## src/rtl/rock_sequencer.sv

```systemverilog
// Rocking session scheduler: paces path-finder evaluations and turns its
// up/down decisions into saturating frequency and amplitude setpoints.
module rock_sequencer #(
    parameter int FW           = 8,
    parameter int AW           = 8,
    parameter int FREQ_INIT    = 64,
    parameter int AMP_INIT     = 128,
    parameter int FSTEP        = 4,
    parameter int ASTEP        = 8,
    parameter int FMIN         = 16,
    parameter int FMAX         = 240,
    parameter int AMIN         = 16,
    parameter int SETTLE_TICKS = 10,
    parameter int ERR_LIMIT    = 3,
    parameter int CALM_EVALS   = 5
) (
    input  logic          clk,
    input  logic          reset,
    input  logic          tick,
    input  logic          start,
    input  logic          stop,
    input  logic          stress_in,
    input  logic          fplus,
    input  logic          fmin,
    input  logic          amin,
    input  logic          pf_error,
    output logic          stress_s,
    output logic          pf_step,
    output logic          pf_reset,
    output logic [FW-1:0] freq,
    output logic [AW-1:0] ampl,
    output logic          motor_en,
    output logic          alarm,
    output logic          done,
    output logic [2:0]    state
);

    localparam int SW = $clog2(SETTLE_TICKS + 1);
    localparam int EW = $clog2(ERR_LIMIT + 1);
    localparam int CW = $clog2(CALM_EVALS + 1);

    typedef enum logic [2:0] {
        S_IDLE   = 3'd0,
        S_SETTLE = 3'd1,
        S_EVAL   = 3'd2,
        S_APPLY  = 3'd3,
        S_DONE   = 3'd4,
        S_HALT   = 3'd5
    } state_t;

    state_t        cur, nxt;
    logic [FW-1:0] freq_q, freq_d, freq_new;
    logic [AW-1:0] ampl_q, ampl_d, ampl_new;
    logic [SW-1:0] settle_q, settle_d;
    logic [EW-1:0] err_q, err_d, err_new;
    logic [CW-1:0] calm_q, calm_d, calm_new;
    logic [4:0]    ev_q, ev_d;
    logic          alarm_q, alarm_d;
    logic          done_q, done_d;
    logic          sync1, sync2;
    logic [FW:0]   f_sum, f_dif;
    logic [AW:0]   a_dif;
    logic          e_up, e_dn, e_am, e_err, e_stress;

    assign {e_up, e_dn, e_am, e_err, e_stress} = ev_q;

    always_ff @(posedge clk or posedge reset) begin
        if (reset) begin
            sync1 <= 1'b0;
            sync2 <= 1'b0;
        end else begin
            sync1 <= stress_in;
            sync2 <= sync1;
        end
    end

    // Widened by one bit so a step past either bound is visible, not wrapped.
    always_comb begin
        f_sum    = {1'b0, freq_q} + (FW+1)'(FSTEP);
        f_dif    = {1'b0, freq_q} - (FW+1)'(FSTEP);
        a_dif    = {1'b0, ampl_q} - (AW+1)'(ASTEP);
        freq_new = freq_q;
        ampl_new = ampl_q;
        if (e_up && !e_dn) begin
            if (f_sum > (FW+1)'(FMAX)) freq_new = FW'(FMAX);
            else                       freq_new = f_sum[FW-1:0];
        end else if (e_dn && !e_up) begin
            if (f_dif[FW] || f_dif < (FW+1)'(FMIN)) freq_new = FW'(FMIN);
            else                                    freq_new = f_dif[FW-1:0];
        end
        if (e_am) begin
            if (a_dif[AW] || a_dif < (AW+1)'(AMIN)) ampl_new = AW'(AMIN);
            else                                    ampl_new = a_dif[AW-1:0];
        end
        err_new  = e_err    ? err_q + EW'(1) : '0;
        calm_new = e_stress ? '0 : calm_q + CW'(1);
    end

    always_ff @(posedge clk or posedge reset) begin
        if (reset) begin
            cur      <= S_IDLE;
            freq_q   <= FW'(FREQ_INIT);
            ampl_q   <= AW'(AMP_INIT);
            settle_q <= '0;
            err_q    <= '0;
            calm_q   <= '0;
            ev_q     <= '0;
            alarm_q  <= 1'b0;
            done_q   <= 1'b0;
        end else begin
            cur      <= nxt;
            freq_q   <= freq_d;
            ampl_q   <= ampl_d;
            settle_q <= settle_d;
            err_q    <= err_d;
            calm_q   <= calm_d;
            ev_q     <= ev_d;
            alarm_q  <= alarm_d;
            done_q   <= done_d;
        end
    end

    always_comb begin
        nxt      = cur;
        freq_d   = freq_q;
        ampl_d   = ampl_q;
        settle_d = settle_q;
        err_d    = err_q;
        calm_d   = calm_q;
        ev_d     = ev_q;
        alarm_d  = alarm_q;
        done_d   = done_q;
        if (cur != S_IDLE && stop) begin
            nxt     = S_IDLE;
            alarm_d = 1'b0;
            done_d  = 1'b0;
        end else begin
            unique case (cur)
                S_IDLE, S_DONE: begin
                    if (start) begin
                        nxt      = S_SETTLE;
                        freq_d   = FW'(FREQ_INIT);
                        ampl_d   = AW'(AMP_INIT);
                        settle_d = SW'(SETTLE_TICKS);
                        err_d    = '0;
                        calm_d   = '0;
                        done_d   = 1'b0;
                    end
                end
                S_SETTLE: begin
                    if (settle_q == '0)
                        nxt = S_EVAL;
                    else if (tick)
                        settle_d = settle_q - SW'(1);
                end
                S_EVAL: begin
                    ev_d = {fplus, fmin, amin, pf_error, sync2};
                    nxt  = S_APPLY;
                end
                S_APPLY: begin
                    freq_d = freq_new;
                    ampl_d = ampl_new;
                    err_d  = err_new;
                    calm_d = calm_new;
                    if (err_new >= EW'(ERR_LIMIT)) begin
                        nxt     = S_HALT;
                        alarm_d = 1'b1;
                    end else if (calm_new >= CW'(CALM_EVALS)) begin
                        nxt    = S_DONE;
                        done_d = 1'b1;
                    end else begin
                        nxt = S_SETTLE;
                        // A saturated no-op leaves the motor as-is: re-evaluate soon.
                        if (freq_new != freq_q || ampl_new != ampl_q)
                            settle_d = SW'(SETTLE_TICKS);
                        else
                            settle_d = SW'(1);
                    end
                end
                S_HALT: nxt = S_HALT;
                default: nxt = S_IDLE;
            endcase
        end
    end

    assign motor_en = (cur == S_SETTLE) || (cur == S_EVAL) || (cur == S_APPLY);
    assign pf_reset = !motor_en;
    assign pf_step  = (cur == S_EVAL);
    assign stress_s = sync2;
    assign freq     = freq_q;
    assign ampl     = ampl_q;
    assign alarm    = alarm_q;
    assign done     = done_q;
    assign state    = cur;

endmodule

```

## config.mk

```make
export PLATFORM = sky130hd
export DESIGN_NAME = rock_sequencer
export DESIGN_NICKNAME = d
export VERILOG_FILES = /design/src/rtl/rock_sequencer.sv
export SDC_FILE = /design/constraint.sdc
export NUM_CORES = 1
export LEC_CHECK = 0
export CAP_MARGIN = 20
export CORE_UTILIZATION = 40
export CTS_BUF_LIST = sky130_fd_sc_hd__clkbuf_16
export DETAILED_ROUTE_END_ITERATION = 10
export PLACE_DENSITY_LB_ADDON = 0.2
export SLEW_MARGIN = 20
export SYNTH_ARGS = -nofsm -noshare
export SYNTH_HDL_FRONTEND = slang
export SYNTH_SLANG_ARGS = --single-unit
```

## constraint.sdc

```tcl
create_clock -name clk -period 2.7 [get_ports clk]
set_input_delay 0.54 -clock clk [delete_from_list [all_inputs] [get_ports clk]]
set_output_delay 0.54 -clock clk [all_outputs]
set_load 0.1 [all_outputs]
```

# ---- Yosys cells after proc, flatten, opt, wreduce, memory -nomap -nowiden
# Index checks and enable logic that the tools add are counted.
dict set report totals {
  register_bits 37
  in_bits 10
  output_inout_bits 25
  word_cells 102
}
dict set report classes {
  n_addsub 6
  magnitude_cmp 5
  n_eq_ne 16
  muxes 37
  bitwise_logic 1
  n_reduce_logical 26
}
# cell count
set op_table {}
lappend op_table {{$mux 8} 8}
lappend op_table {{$pmux 8 s2} 2}
lappend op_table {{$mux 4} 6}
lappend op_table {{$mux 3} 7}
lappend op_table {{$lt 9x5->1 const B} 2}
lappend op_table {{$ne 8x8->1} 2}
lappend op_table {{$pmux 3 s5} 1}
lappend op_table {{$ne 3x3->1 const B} 4}
lappend op_table {{$pmux 4 s3} 1}
lappend op_table {{$ne 2x2->1 const B} 5}
lappend op_table {{$add 8x3->9 const B} 1}
lappend op_table {{$gt 9x8->1 const B} 1}
lappend op_table {{$reduce_bool 3->1} 3}
lappend op_table {{$sub 8x3->9 const B} 1}
lappend op_table {{$sub 8x4->9 const B} 1}
lappend op_table {{$mux 1} 7}
lappend op_table {{$reduce_and 7->1} 1}
lappend op_table {{$eq 3x2->1 const B} 2}
lappend op_table {{$eq 3x3->1 const B} 2}
lappend op_table {{$pmux 3 s2} 1}
lappend op_table {{$reduce_and 2->1} 3}
lappend op_table {{$reduce_bool 2->1} 3}
lappend op_table {{$logic_or 1x1->1} 5}
lappend op_table {{$logic_not 4->1} 1}
lappend op_table {{16 further kinds} 21}

# ---- Longest topological paths before layout
# Gate-level depths: netlist of the first run.
dict set report logic_depth {
  depth_word 12
  mapped_depth 10
  ltp_nobuf 8
}

# ---- Worst setup path after synthesis of the first run
# Ideal clock, no wire load.
dict set report synth_timing {
  path_kind {reg-to-output}
  startpoint {reg cur[0], in the netlist state[0]}
  endpoint {out pf_reset}
  arrival_ps 3717
  t_required_ps 2160
  slack_ps -1557
  stages_incl_launch_ff 6
  n_path_buf 2
  cell_sequence {dfrtp_1 > clkbuf_1 > clkbuf_1 > nor2_1 > nor2_1 > inv_1}
}
dict set report synth_between {
  elab_chain_len 4
  word_cells_on_any_way 6
  cone_classes {eq/ne (3); reduce/logical (3)}
}
# item line
set synth_lines {}
lappend synth_lines {{start: declaration} 51} ;# state_t cur, nxt;
lappend synth_lines {{start signal: assignment} 111} ;# cur <= nxt;
lappend synth_lines {{$eq 3x1->1 / $eq 3x2->1 (equally long branches)} 186} ;# assign motor_en = (cur == S_SETTLE) || (cur == S_EVAL) || (cur == S_APPLY);
lappend synth_lines {{$logic_or 1x1->1} 186}
lappend synth_lines {{$logic_or 1x1->1 (*)} 186}
lappend synth_lines {{via motor_en} 32} ;# output logic motor_en,
lappend synth_lines {{$logic_not 1->1 (*)} 187} ;# assign pf_reset = !motor_en;
lappend synth_lines {{end: declaration} 29} ;# output logic pf_reset,
# The timed path passes the listed nets; every way through them passes the cells marked *.

# ---- Worst setup path in the final report of the first run
dict set report layout_timing {
  startpoint {reg freq_q[4], in the netlist freq[4]}
  endpoint {reg settle_q[1]}
}
dict set report layout_between {
  elab_chain_len 12
  word_cells_on_any_way 15
  cone_classes {add/sub (2); order compare (2); eq/ne (1); mux (8); reduce/logical (2)}
}
# item line
set layout_lines {}
lappend layout_lines {{start: declaration} 52} ;# logic [FW-1:0] freq_q, freq_d, freq_new;
lappend layout_lines {{start signal: assignment} 102} ;# freq_q <= FW'(FREQ_INIT);
lappend layout_lines {{start signal: assignment} 112} ;# freq_q <= freq_d;
lappend layout_lines {{$sub 8x3->9} 80} ;# f_dif = {1'b0, freq_q} - (FW+1)'(FSTEP);
lappend layout_lines {{$lt 9x5->1} 88} ;# if (f_dif[FW] || f_dif < (FW+1)'(FMIN)) freq_new = FW'(FMIN);
lappend layout_lines {{$logic_or 1x1->1} 88}
lappend layout_lines {{$mux 8} 88}
lappend layout_lines {{$mux 8} 87} ;# end else if (e_dn && !e_up) begin
lappend layout_lines {{$mux 8} 84} ;# if (e_up && !e_dn) begin
lappend layout_lines {{$ne 8x8->1 (*)} 174} ;# if (freq_new != freq_q || ampl_new != ampl_q)
lappend layout_lines {{$logic_or 1x1->1 (*)} 174}
lappend layout_lines {{$mux 4 (*)} 174}
lappend layout_lines {{$mux 4 (*)} 168} ;# end else if (calm_new >= CW'(CALM_EVALS)) begin
lappend layout_lines {{$mux 4 (*)} 165} ;# if (err_new >= EW'(ERR_LIMIT)) begin
lappend layout_lines {{$pmux 4 s3 (*)} 138} ;# unique case (cur)
lappend layout_lines {{end signal: assignment} 114} ;# settle_q <= settle_d;
lappend layout_lines {{end: declaration} 54} ;# logic [SW-1:0] settle_q, settle_d;
# Mark *: on every way between the ends. The rest lies on a longest branch, timed or not. The select of a mux whose other input is x is not followed.
# A chain may end at the register's enable or synchronous reset.

==> flow_summary.ini, run 1 <==
[floorplan]
die_h_um = 81.39
die_w_um = 81.39
pin_count = 35
start_util_pct = 42.08
die_area_um2 = 6624
core_area_um2 = 5991
num_rows = 28

[logic_synthesis]
syn-cell-area_um2 = 2521
ys_ff_latch = 37
ys_types = 58
synth_fp_nets = 317
synthCells = 300
ys.flop_type = dfrtp_1
synth_warnings = 0
async_flop_share_pct = 100.0
avgSynthCellArea_um2 = 8.404
yosysSeqAreaShare_pct = 36.82
synth_edf_count = 0

[timing]
final.setup.worst_slack_ps = 342.9
fin_crit_sh_pct = 87.30
worst_clock_skew_ps = 4.684
slew_headroom_pct = 49.03
slew_violations = 0
fin_crit_ps = 2357
rsz0062_at_grt = no
worstMarginPinSlew_ps = 763.7
hold_viol = 0
whs_ps = 350.3
fin_tns_setup_ps = 0
setup_viol = 0
fmax_mhz = 424.3

[setup_path]
required_ps = 2850
crit_path_end_kind = flip-flop
max_stage_delay_ps = 540
worst-path-buf-inv = 1
arrival_ps = 2510
slowest_stage = dfrtp_1
crit_family = simple AND/OR/NAND/NOR gates
worstSetupStartpointType = flip-flop
crit_path_max_fanout = 14
cp_cell_sequence = buf_4, nor4_2, xor2_1, o211a_1, a31oi_1, and4_1, a221oi_1
path_class = flip-flop to flip-flop

[place]
gp_congestion = 0.9560
dpl-instance-area_um2 = 2933
dp_cells = 403
dp_slack_ps = 110.2
hpwl_um = 4572
portBuffers = 34

[cts]
h-tree-depth = 2
clock-sinks = 37
cts_resized = 0
cts_tree = yes
cts-buffers-inserted = 5
root_buffer = clkbuf_16
clockBufferDepth = 2
clk_pin_slew_ps = 60
postCtsSetupBuffers = 0
hold_buffers = 0
clk_latency_ps = 280

[worst_hold_path]
hp-class = flip-flop to flip-flop

[routing]
routed_wirelength_um = 6397
avgViaCountPerCell = 5.835
postRouteAntennaNets = 0
dr.pass1.iters = 4
drc = 0
avgRoutedWirePerCell_um = 15.56
vias = 2398
first_iter_violations = 263

[global_routing]
grt_pass1_wl_um = 10580
grt_util_all_layers_pct = 21.04
grt_max_degree = 38
grt_pass1_vias = 2186
antenna_found_initial = 0
overflow = 0

[cells_and_area]
final_util_pct = 51.40
stdcell_count = 411
final_common_cell = buf_4
n_antenna_cell = 0
nets = 352
layout_common_cells = buf_4 (37), dfrtp_1 (30), nand2_1 (29)
fin_area_um2 = 3079
area_growth_pct = 22.13
drive_gt1_share_pct = 20.54

[power_and_ir_drop]
power_density_nw_per_um2 = 683.1
p_leak_nw = 1.315
power_mw = 2.103
vdd_drop_max_uv = 393.0

[run_status]
outcome = completed

[run]
cap_violations = 0
synth_stat cells (3+ instances only):
cell type  instances  share of area, %
clkbuf_1          12               1.8
buf_2              6               1.2
a21o_1             4               1.2
inv_1             13               1.9
nand2b_1           6               1.5
dfrtp_1           35                35
a21oi_1           16               3.2
a22o_1             3               1.0
a31oi_1            5               1.2
o21bai_1           3              0.89
o21ai_0           26               5.2
o22ai_1            3              0.74
mux2_2             6               2.7
ha_1               7               3.5
nor3_1            10               2.0
and2_1             8               2.0
nand2_1           29               4.3
nor2b_1           12               3.0
o211ai_1           4               1.2
nand4_1            3              0.74
nor2_1            25               3.7
and3_1             3              0.74
nand3_1           10               2.0
and4_1             3               1.0
path summary, 6_finish.rpt:
path	depth (start not counted)	startpoint	slack, ps	to
setup / recovery	7	freq[4]	340	settle_q[1]
hold / removal	0	sync1	350	stress_s
setup reg to reg	7	freq[4]	340	settle_q[1]
hold reg to reg	0	sync1	350	stress_s
max in group asynchronous	3	reset	1660	state[0]
min in group asynchronous	3	reset	670	settle_q[0]
cell type report:
type | count | area [um^2]
clock inverter | 3 | 21.27
sequential | 37 | 937.1
fill | 581 | 2912
multi-input combinational | 232 | 1481
timing repair buffer | 46 | 367.9
clock buffer | 5 | 125.1
tap | 75 | 93.84
inverter | 13 | 52.55
logic make-up after synthesis:
| family | synth area share [%] |
|---|---|
| multiplexers | 3.077 |
| AO/OA/AOI/OAI | 24.81 |
| XOR/XNOR | 1.042 |
| buffers and inverters | 4.913 |
| flip-flops | 36.82 |
| AND/OR/NAND/NOR | 25.86 |
| adder cells (fa/ha/maj) | 3.474 |
routing by layer:
metal / GRT usage (%) / routed length, um
met1: 28.89 / 2871
met2: 32.50 / 3017
met3: 3.596 / 384
met4: 8.750 / 125
met5: 0 / 0
state kept, by name (all words and copies together), names as in the netlist:
| register | cells |
|---|---|
| stress_s | 1 |
| settle_q | 4 |
| state | 3 |
| calm_q | 3 |
| done | 1 |
| freq | 8 |
| alarm | 1 |
| ampl | 8 |
| sync1 | 1 |
| ev_q | 5 |
| err_q | 2 |
report_power, final:
part	internal [mW]	total, mW	switching, mW
Clock	0.343	0.576	0.233
Combinational	0.275	0.793	0.518
Sequential	0.622	0.735	0.113
Power figures use the tool's default switching activity.
==> inputs of run 2 (changes only) <==
CORE_UTILIZATION = 50   (was 40)
==> run 2 against run 1 <==
Compared with the run above: largest power group unchanged; register-to-register slack about the same; first-iteration DRC count is 43% lower; sequential share of layout area grew 0.12 points; critical endpoint unchanged; critical path depth increased by 1; core utilization is 13 points higher; clock skew decreased by 0.57 ps; combinational power barely moved; via count unchanged; setup slack got worse by 15 ps; non-clock buffer count is 1 lower.
==> flow_summary.ini, run 2 (synthesis results as in run 1) <==
[run_status]
outcome = completed

[power_and_ir_drop]
p_comb_share_pct = 37.8
internal-power_mw = 1.238
power_density_nw_per_um2 = 682.4
pwr-share-clk_pct = 26.9
vdd_drop_max_uv = 368.4
p_leak_nw = 1.312
p_seq_share_pct = 35.3
power_mw = 2.093
switchingPower_uw = 855.0
switching_share_pct = 40.85

[cts]
postCtsSetupBuffers = 0
clk_latency_ps = 280
clockBufferDepth = 2
clock-sinks = 37
cts-buffers-inserted = 5
cts_resized = 0
root_buffer = clkbuf_16
cts_tree = yes
hold_buffers = 0
clk_pin_slew_ps = 60
h-tree-depth = 2

[timing]
fin_crit_sh_pct = 87.85
fmax_mhz = 421.6
hold_viol = 0
setup_viol = 0
worst_clock_skew_ps = 4.119
worstMarginPinSlew_ps = 498.9
slew_violations = 0
whs_ps = 352.1
slew_headroom_pct = 66.70
fin_crit_ps = 2372
rsz0062_at_grt = no

[place]
portBuffers = 34
hpwl_um = 4439
gp_congestion = 0.9781
dp_cells = 394

[routing]
dr.pass1.iters = 5
postRouteAntennaNets = 0
first_iter_violations = 150
avgViaCountPerCell = 5.965
drc = 0
routed_wirelength_um = 6090
vias = 2398
avgRoutedWirePerCell_um = 15.15

[cells_and_area]
layout_common_cells = buf_4 (35), dfrtp_1 (30), nand2_1 (29)
nets = 351
final_common_cell = buf_4
fillCellCount = 439
multi_input_area_um2 = 1479
n_antenna_cell = 0
seq_area_um2 = 937.1
drive_gt1_share_pct = 19.40
stdcell_count = 402
area_growth_pct = 21.64

[floorplan]
die_w_um = 73.01
die_h_um = 73.01
start_util_pct = 52.68
pin_count = 35
num_rows = 25
core_area_um2 = 4786
die_area_um2 = 5330

[setup_path]
crit_path_max_fanout = 11
worstSetupStartpointType = flip-flop
arrival_ps = 2520
path_class = flip-flop to flip-flop
crit_path_end_kind = flip-flop
required_ps = 2850

[worst_hold_path]
hp-class = flip-flop to flip-flop

[global_routing]
overflow = 0
grt_util_all_layers_pct = 24.64
antenna_found_initial = 0
grt_pass1_wl_um = 10140
grt_max_degree = 27
grt_pass1_vias = 2175

[run]
cap_violations = 0
==> run 2: changes by cell type in the layout (fill, tap and decap cells not counted) <==
cell	change
buf_12	+1
buf_4	-2
clkinvlp_4	-1
nor2_2	-1
nor2_1	+1
clkinv_2	-1
clkinv_1	+2
==> run 2: final timing paths <==
check,startpoint,end,slack (ps),cells after the start
max,freq[2],settle_q[1],330,8
max in group asynchronous,reset,ampl[7],1530,3
min in group asynchronous,reset,state[2],580,2
min,sync1,stress_s,350,0
max reg2reg,freq[2],settle_q[1],330,8
min reg2reg,sync1,stress_s,350,0
==> run 2: worst max-delay path, cell delays in order (launching register included) <==
cell and delay [ps]:
dfrtp_2 480, inv_1 130, ha_1 430, inv_1 150, o21ai_0 120, a41oi_1 170, a2111oi_0 370, and4_1 310
a221oi_1 90
==> run 2: metrics by stage <==
step           setup TNS [ps]  util (%)  instance area, um^2  worst slack (ps)
4_1_cts                     0     64.08                 3067             376.8
3_3_place_gp                0     61.12                 2925             295.6
2_1_floorplan          -96.01         -                 2555            -96.01
3_5_place_dp                0     61.12                 2925             250.5
5_1_grt                     0     64.08                 3067             97.00
6_report                    0     64.08                 3067             328.0
==> run 2: power by group through the flow <==
stage / Combinational, mW / Clock, mW / Sequential (mW)
floorplan: 0.606 / 0 / 0.747
global placement: 0.784 / 0 / 0.743
detailed placement: 0.788 / 0 / 0.747
CTS: 0.788 / 0.579 / 0.738
global route: 0.862 / 0.597 / 0.753
finish: 0.791 / 0.563 / 0.738
==> run 2: area by class of cell <==
cell class                 instances  share of cell area (%)
clock buffer                       5                   4.080
clock inverter                     3                  0.5304
inverter                          13                   1.714
multi-input combinational        232                   48.23
sequential                        37                   30.56
tap                               67                   2.734
timing repair buffer              45                   12.16
==> run 2: routing by layer <==
layer  wire length, um  vias to the layer above  GRT usage (%)
li1                  -                     1168              -
met1              2910                     1138          34.21
met2              2788                       74          37.96
met3               257                       18          4.420
met4               135                        0          9.804
met5                 0                        -              0
==> RTL change 1, RTL diff (config.mk and constraints of run 2) <==
Change the parameter `FW` from 8 to 9.
--- a/src/rtl/rock_sequencer.sv
+++ b/src/rtl/rock_sequencer.sv
@@ -1,7 +1,7 @@
 // Rocking session scheduler: paces path-finder evaluations and turns its
 // up/down decisions into saturating frequency and amplitude setpoints.
 module rock_sequencer #(
-    parameter int FW           = 8,
+    parameter int FW           = 9,
     parameter int AW           = 8,
     parameter int FREQ_INIT    = 64,
     parameter int AMP_INIT     = 128,
Interface: changed (resized freq); port bits go from 35 to 36. No check against the original RTL was run, so the function may have changed too.
==> RTL change 1 against run 2 <==
- worst setup slack lost 0.19 ns
- wire length up 13%
- area after synthesis grew 10%
- critical path depth unchanged
- global-route usage rose by 0.25 points
- final area is 11% higher
- total power up 7.5%
- sequential cell count up 1
- core utilization up 1.1 points
- fmax down 7.6%
- largest power group unchanged
==> RTL change 1: results (changes against run 2) <==
outcome finished clean (unchanged); total track usage 24.9% (was 24.6%); first-pass GRT wire length 11.5 mm (was 10.1 mm); critical path peak fanout 9 (was 11); DP HPWL 4.93 mm (was 4.44 mm); leakage power 1.49 nW (was 1.31 nW); Root Buffer clkbuf_16 (unchanged); Worst EP arrival 2.74 ns (was 2.52 ns); DP Area 3210 um2 (was 2930 um2); fin nets 387 (was 351); initial antenna violation count 0 (unchanged); beginning of the worst hold path sync1$_DFF_PP0_ (unchanged); wire per inst 15.5 um (was 15.1 um); Slew @ Worst Pin 0.677 ns (was 0.499 ns); TritonCTS Buffers 5 (unchanged); sequential share of the synthesized area 34.4% (was 36.8%); initial DRC count 266 (was 150); Peak VDD IR 0.367 mV (was 0.368 mV); R2R cell count 8 (unchanged); gp weighted congestion 0.962 (was 0.978); input/output buffers 35 (was 34); First-pass DRT Iterations 6 (was 5); synthesized net count 348 (was 317); Clock Path Buffers 2 (unchanged); Synth area leaders dfrtp_1 (32%), o21ai_0 (5.0%), nand2_1 (3.9%) (was dfrtp_1 (35%), o21ai_0 (5.2%), nand2_1 (4.3%)); Vias 2636 (was 2398); crit path from freq[3]$_DFFE_PP0P_ (was freq[2]$_DFFE_PP0P_); dpl ws -0.0137 ns (was 0.251 ns); Fmax 0.390 GHz (was 0.422 GHz); Netlist cell types 66 (was 58); layout cells sized above 1 21.8% (was 19.4%); pin count of the biggest net entering global routing 39 (was 27); Post-synth top cells dfrtp_1 (36), nand2_1 (29), o21ai_0 (28) (was dfrtp_1 (35), nand2_1 (29), o21ai_0 (26)); skew final 0.00526 ns (was 0.00412 ns); r2r setup slk 0.13 ns (was 0.33 ns); number of global-route vias before repair 2246 (was 2175)
[RTL change 1: cell count changes in the layout (fill, tap and decap cells not counted), sizes merged, moves of 4 or more]
cell	before	now
and2	8	1
buf	36	43
nand2b	6	13
nor3b	1	5
[RTL change 1: how the worst min path moves through the flow]
stage          slack (ns)                 end  cells past startpoint
6_report             0.35  stress_s$_DFF_PP0_                      0
5_1_grt              0.37  stress_s$_DFF_PP0_                      0
4_1_cts              0.36  stress_s$_DFF_PP0_                      0
3_5_place_dp         0.35  stress_s$_DFF_PP0_                      0
3_3_place_gp         0.34  stress_s$_DFF_PP0_                      0
2_1_floorplan        0.33  stress_s$_DFF_PP0_                      0
[RTL change 1: logic make-up after synthesis]
logic type                 after synthesis  share of synthesized area [%]
buffers and inverters                   32                           4.96
muxes                                    9                           3.52
DFF                                     38                           34.4
xor gates and xnor gates                 4                           1.26
and+or+nand+nor                        145                           28.6
adders and majority gates                7                           3.07
AOI/OAI and AO/OA                       97                           24.3
[RTL change 1: layout make-up]
class                      count  area, um2
timing repair buffer          52        413
clock buffer                   5        125
tap                           70       87.6
clock inverter                 3       63.8
inverter                      12       48.8
multi-input combinational    262       1710
fill                         452       1820
sequential                    38        970
[RTL change 1: metal layers]
layer  wire (um)  vias up  global-route usage (%)  share of wire [%]
met3         421       14                    5.15                6.1
li1            -     1295                       -                  -
met4         155        0                    9.23                2.3
met1        3280     1238                    37.0                 48
met5           0        -                       0                  0
met2        3010       89                    35.2                 44
[RTL change 1: metrics by stage]
| stage | setup TNS [ns] | std cells |
|---|---|---|
| 6_report | 0 | 442 |
| 5_1_grt | -0.0847 | 442 |
| 4_1_cts | 0 | 441 |
| 3_5_place_dp | -0.0184 | 433 |
| 3_3_place_gp | 0 | 433 |
| 2_1_floorplan | -0.0579 | 332 |
[RTL change 1: power breakdown]
group / switching (mW) / internal (mW)
Sequential: 0.0918 / 0.627
Clock: 0.221 / 0.526
Combinational: 0.528 / 0.255
Total: 0.841 / 1.41
[RTL change 1: what timing repair did]
item | CTS | global route
setup buffers | 0 | 1
resized for setup | 0 | 1
endpoints found under the setup margin | 0 | 3
[RTL change 1: critical path, cell delays in order (launching register included)]
cell and delay, ns:
dfrtp_4 0.52, inv_1 0.09, ha_1 0.22, nor2b_2 0.23, nand4b_1 0.17, a311oi_4 0.51, mux2i_1 0.27, a22oi_1 0.15
a221oi_1 0.31
==> RTL change 2, RTL diff (settings of run 2) <==
Without the edit above. Add an input register stage for `fplus`; this delays it by one clock. The other inputs are not delayed to match.
--- a/src/rtl/rock_sequencer.sv
+++ b/src/rtl/rock_sequencer.sv
@@ -48,6 +48,12 @@
         S_HALT   = 3'd5
     } state_t;
 
+    logic fplus_q;
+
+    always_ff @(posedge clk) begin
+        fplus_q <= fplus;
+    end
+
     state_t        cur, nxt;
     logic [FW-1:0] freq_q, freq_d, freq_new;
     logic [AW-1:0] ampl_q, ampl_d, ampl_new;
@@ -154,7 +160,7 @@
                         settle_d = settle_q - SW'(1);
                 end
                 S_EVAL: begin
-                    ev_d = {fplus, fmin, amin, pf_error, sync2};
+                    ev_d = {fplus_q, fmin, amin, pf_error, sync2};
                     nxt  = S_APPLY;
                 end
                 S_APPLY: begin
Function: no difference found for any inputs over 10 cycles, from zero or initial values and one cycle with reset high; that may be too few to reach the edited logic, so the function may still have changed.
==> RTL change 2 against run 2 <==
- core utilization is 0.57 points higher
- via count increased by 0.54%
- total power decreased by 4.8%
- largest power group is now sequential cells
- wire length rose by 7.3%
- worst setup slack worse by 0.11 ns
- sequential share of layout area down 0.14 points
- critical path depth stayed put
- area after synthesis is 2.9% higher
- clock power increased by 19%
- final area is 2.2% higher
- sequential cell count is 1 higher
- largest cell class unchanged
- critical endpoint unchanged
==> RTL change 2: results (changes against run 2) <==
DRT met1 WL 2.97 mm (was 2.91 mm); Netlist cell types 72 (was 58); first-pass GRT wire length 10.6 mm (was 10.1 mm); synthesized net count 310 (was 317); outcome finished clean (unchanged); Peak VDD IR 0.390 mV (was 0.368 mV); TritonCTS Buffers 5 (unchanged); initial DRC count 185 (was 150); # diodes 0 (unchanged); critical path peak fanout 14 (was 11); M3 GR Usage 4.74% (was 4.42%); Worst Hold Class reg -> reg (unchanged); Fillers 413 (was 439); max incr delay on CP 0.55 ns (was 0.48 ns); pin count of the biggest net entering global routing 38 (was 27); fin cells 399 (was 402); input/output buffers 34 (unchanged); WL met3 345 um (was 257 um); sequential share of the synthesized area 36.5% (was 36.8%); Post-CTS Resized 0 (unchanged); CP top delay family compound AO/OA/AOI/OAI gates (unchanged); Async SR Flop Fraction 97.4% (was 100%); leakage power 1.37 nW (was 1.31 nW); Post-synth top cells dfrtp_1 (35), nor2_1 (28), o21ai_0 (24) (was dfrtp_1 (35), nand2_1 (29), o21ai_0 (26)); M1 GR Usage 37.0% (was 34.2%); Vias 2411 (was 2398); layout cells sized above 1 23.8% (was 19.4%); dpl ws 0.0591 ns (was 0.251 ns); Cells after DPL 391 (was 394); Synth area leaders dfrtp_1 (34%), o21ai_0 (4.6%), nor2_1 (4.1%) (was dfrtp_1 (35%), o21ai_0 (5.2%), nand2_1 (4.3%)); number of global-route vias before repair 2225 (was 2175); wire length on met2 3.08 mm (was 2.79 mm); CP max-delay cell dfrtp_4 (was dfrtp_2); fin nets 347 (was 351); worst skew pair latency 0.28 ns (about the same); gp weighted congestion 0.890 (was 0.978); final WL 6.53 mm (was 6.09 mm); max_slew headroom 41.6% (was 66.7%); Syn Inst Count 294 (was 300); total track usage 25.6% (was 24.6%); DP HPWL 4.65 mm (was 4.44 mm); met2 Use GR 38.5% (was 38.0%); Root Buffer clkbuf_16 (unchanged); Top Metal Used met4 (unchanged); Worst-path clk slew 0.06 ns (about the same); DP Area 2960 um2 (was 2930 um2); skew final 0.00437 ns (was 0.00412 ns)
==> RTL change 2: path summary, 6_finish.rpt <==
path	start	endpoint	slack, ns	cells past startpoint
max	freq[2]$_DFFE_PP0P_	settle_q[1]$_DFFE_PP0P_	0.22	8
min	sync1$_DFF_PP0_	stress_s$_DFF_PP0_	0.35	0
max reg2reg	freq[2]$_DFFE_PP0P_	settle_q[1]$_DFFE_PP0P_	0.22	8
min reg2reg	sync1$_DFF_PP0_	stress_s$_DFF_PP0_	0.35	0
max in group asynchronous	reset	freq[2]$_DFFE_PP0P_	1.65	3
min in group asynchronous	reset	ampl[4]$_DFFE_PP0P_	0.68	3
==> RTL change 2: kinds of logic (layout without fill, tap and decap cells) <==
| group | count (synthesis) | count (layout) | share of synthesized area, % |
|---|---|---|---|
| compound gates | 104 | 104 | 27.9 |
| simple gates | 104 | 104 | 21.6 |
| flops | 38 | 38 | 36.5 |
| buf+inv | 31 | 69 | 6.70 |
| mux | 7 | 7 | 2.99 |
| fa+ha+maj | 6 | 6 | 2.89 |
| xor+xnor | 4 | 4 | 1.35 |
==> RTL change 2: worst register-to-register path: cells and delay by family, from the launching register on <==
family                     cells  cell delay, ns
DFF                            1            0.55
and+or+nand+nor                2            0.33
buffers and inverters          1            0.16
adders and majority gates      1            0.37
AOI/OAI and AO/OA              4            0.93
==> RTL change 2: layout make-up <==
type                            count  area [um2]  area share, %
Timing Repair Buffer               50         398           12.7
Multi-Input combinational cell    225        1490           47.5
Tap cell                           67        83.8           2.67
Clock inverter                      3        45.0           1.44
Sequential cell                    38         953           30.4
Clock buffer                        5         125           3.99
Inverter                           11        41.3           1.32
==> RTL change 2: where the power goes <==
part           total (mW)  switching, mW  internal, mW
clock network       0.670          0.235         0.435
registers           0.696         0.0699         0.626
logic               0.626          0.392         0.234
total                1.99          0.697          1.30
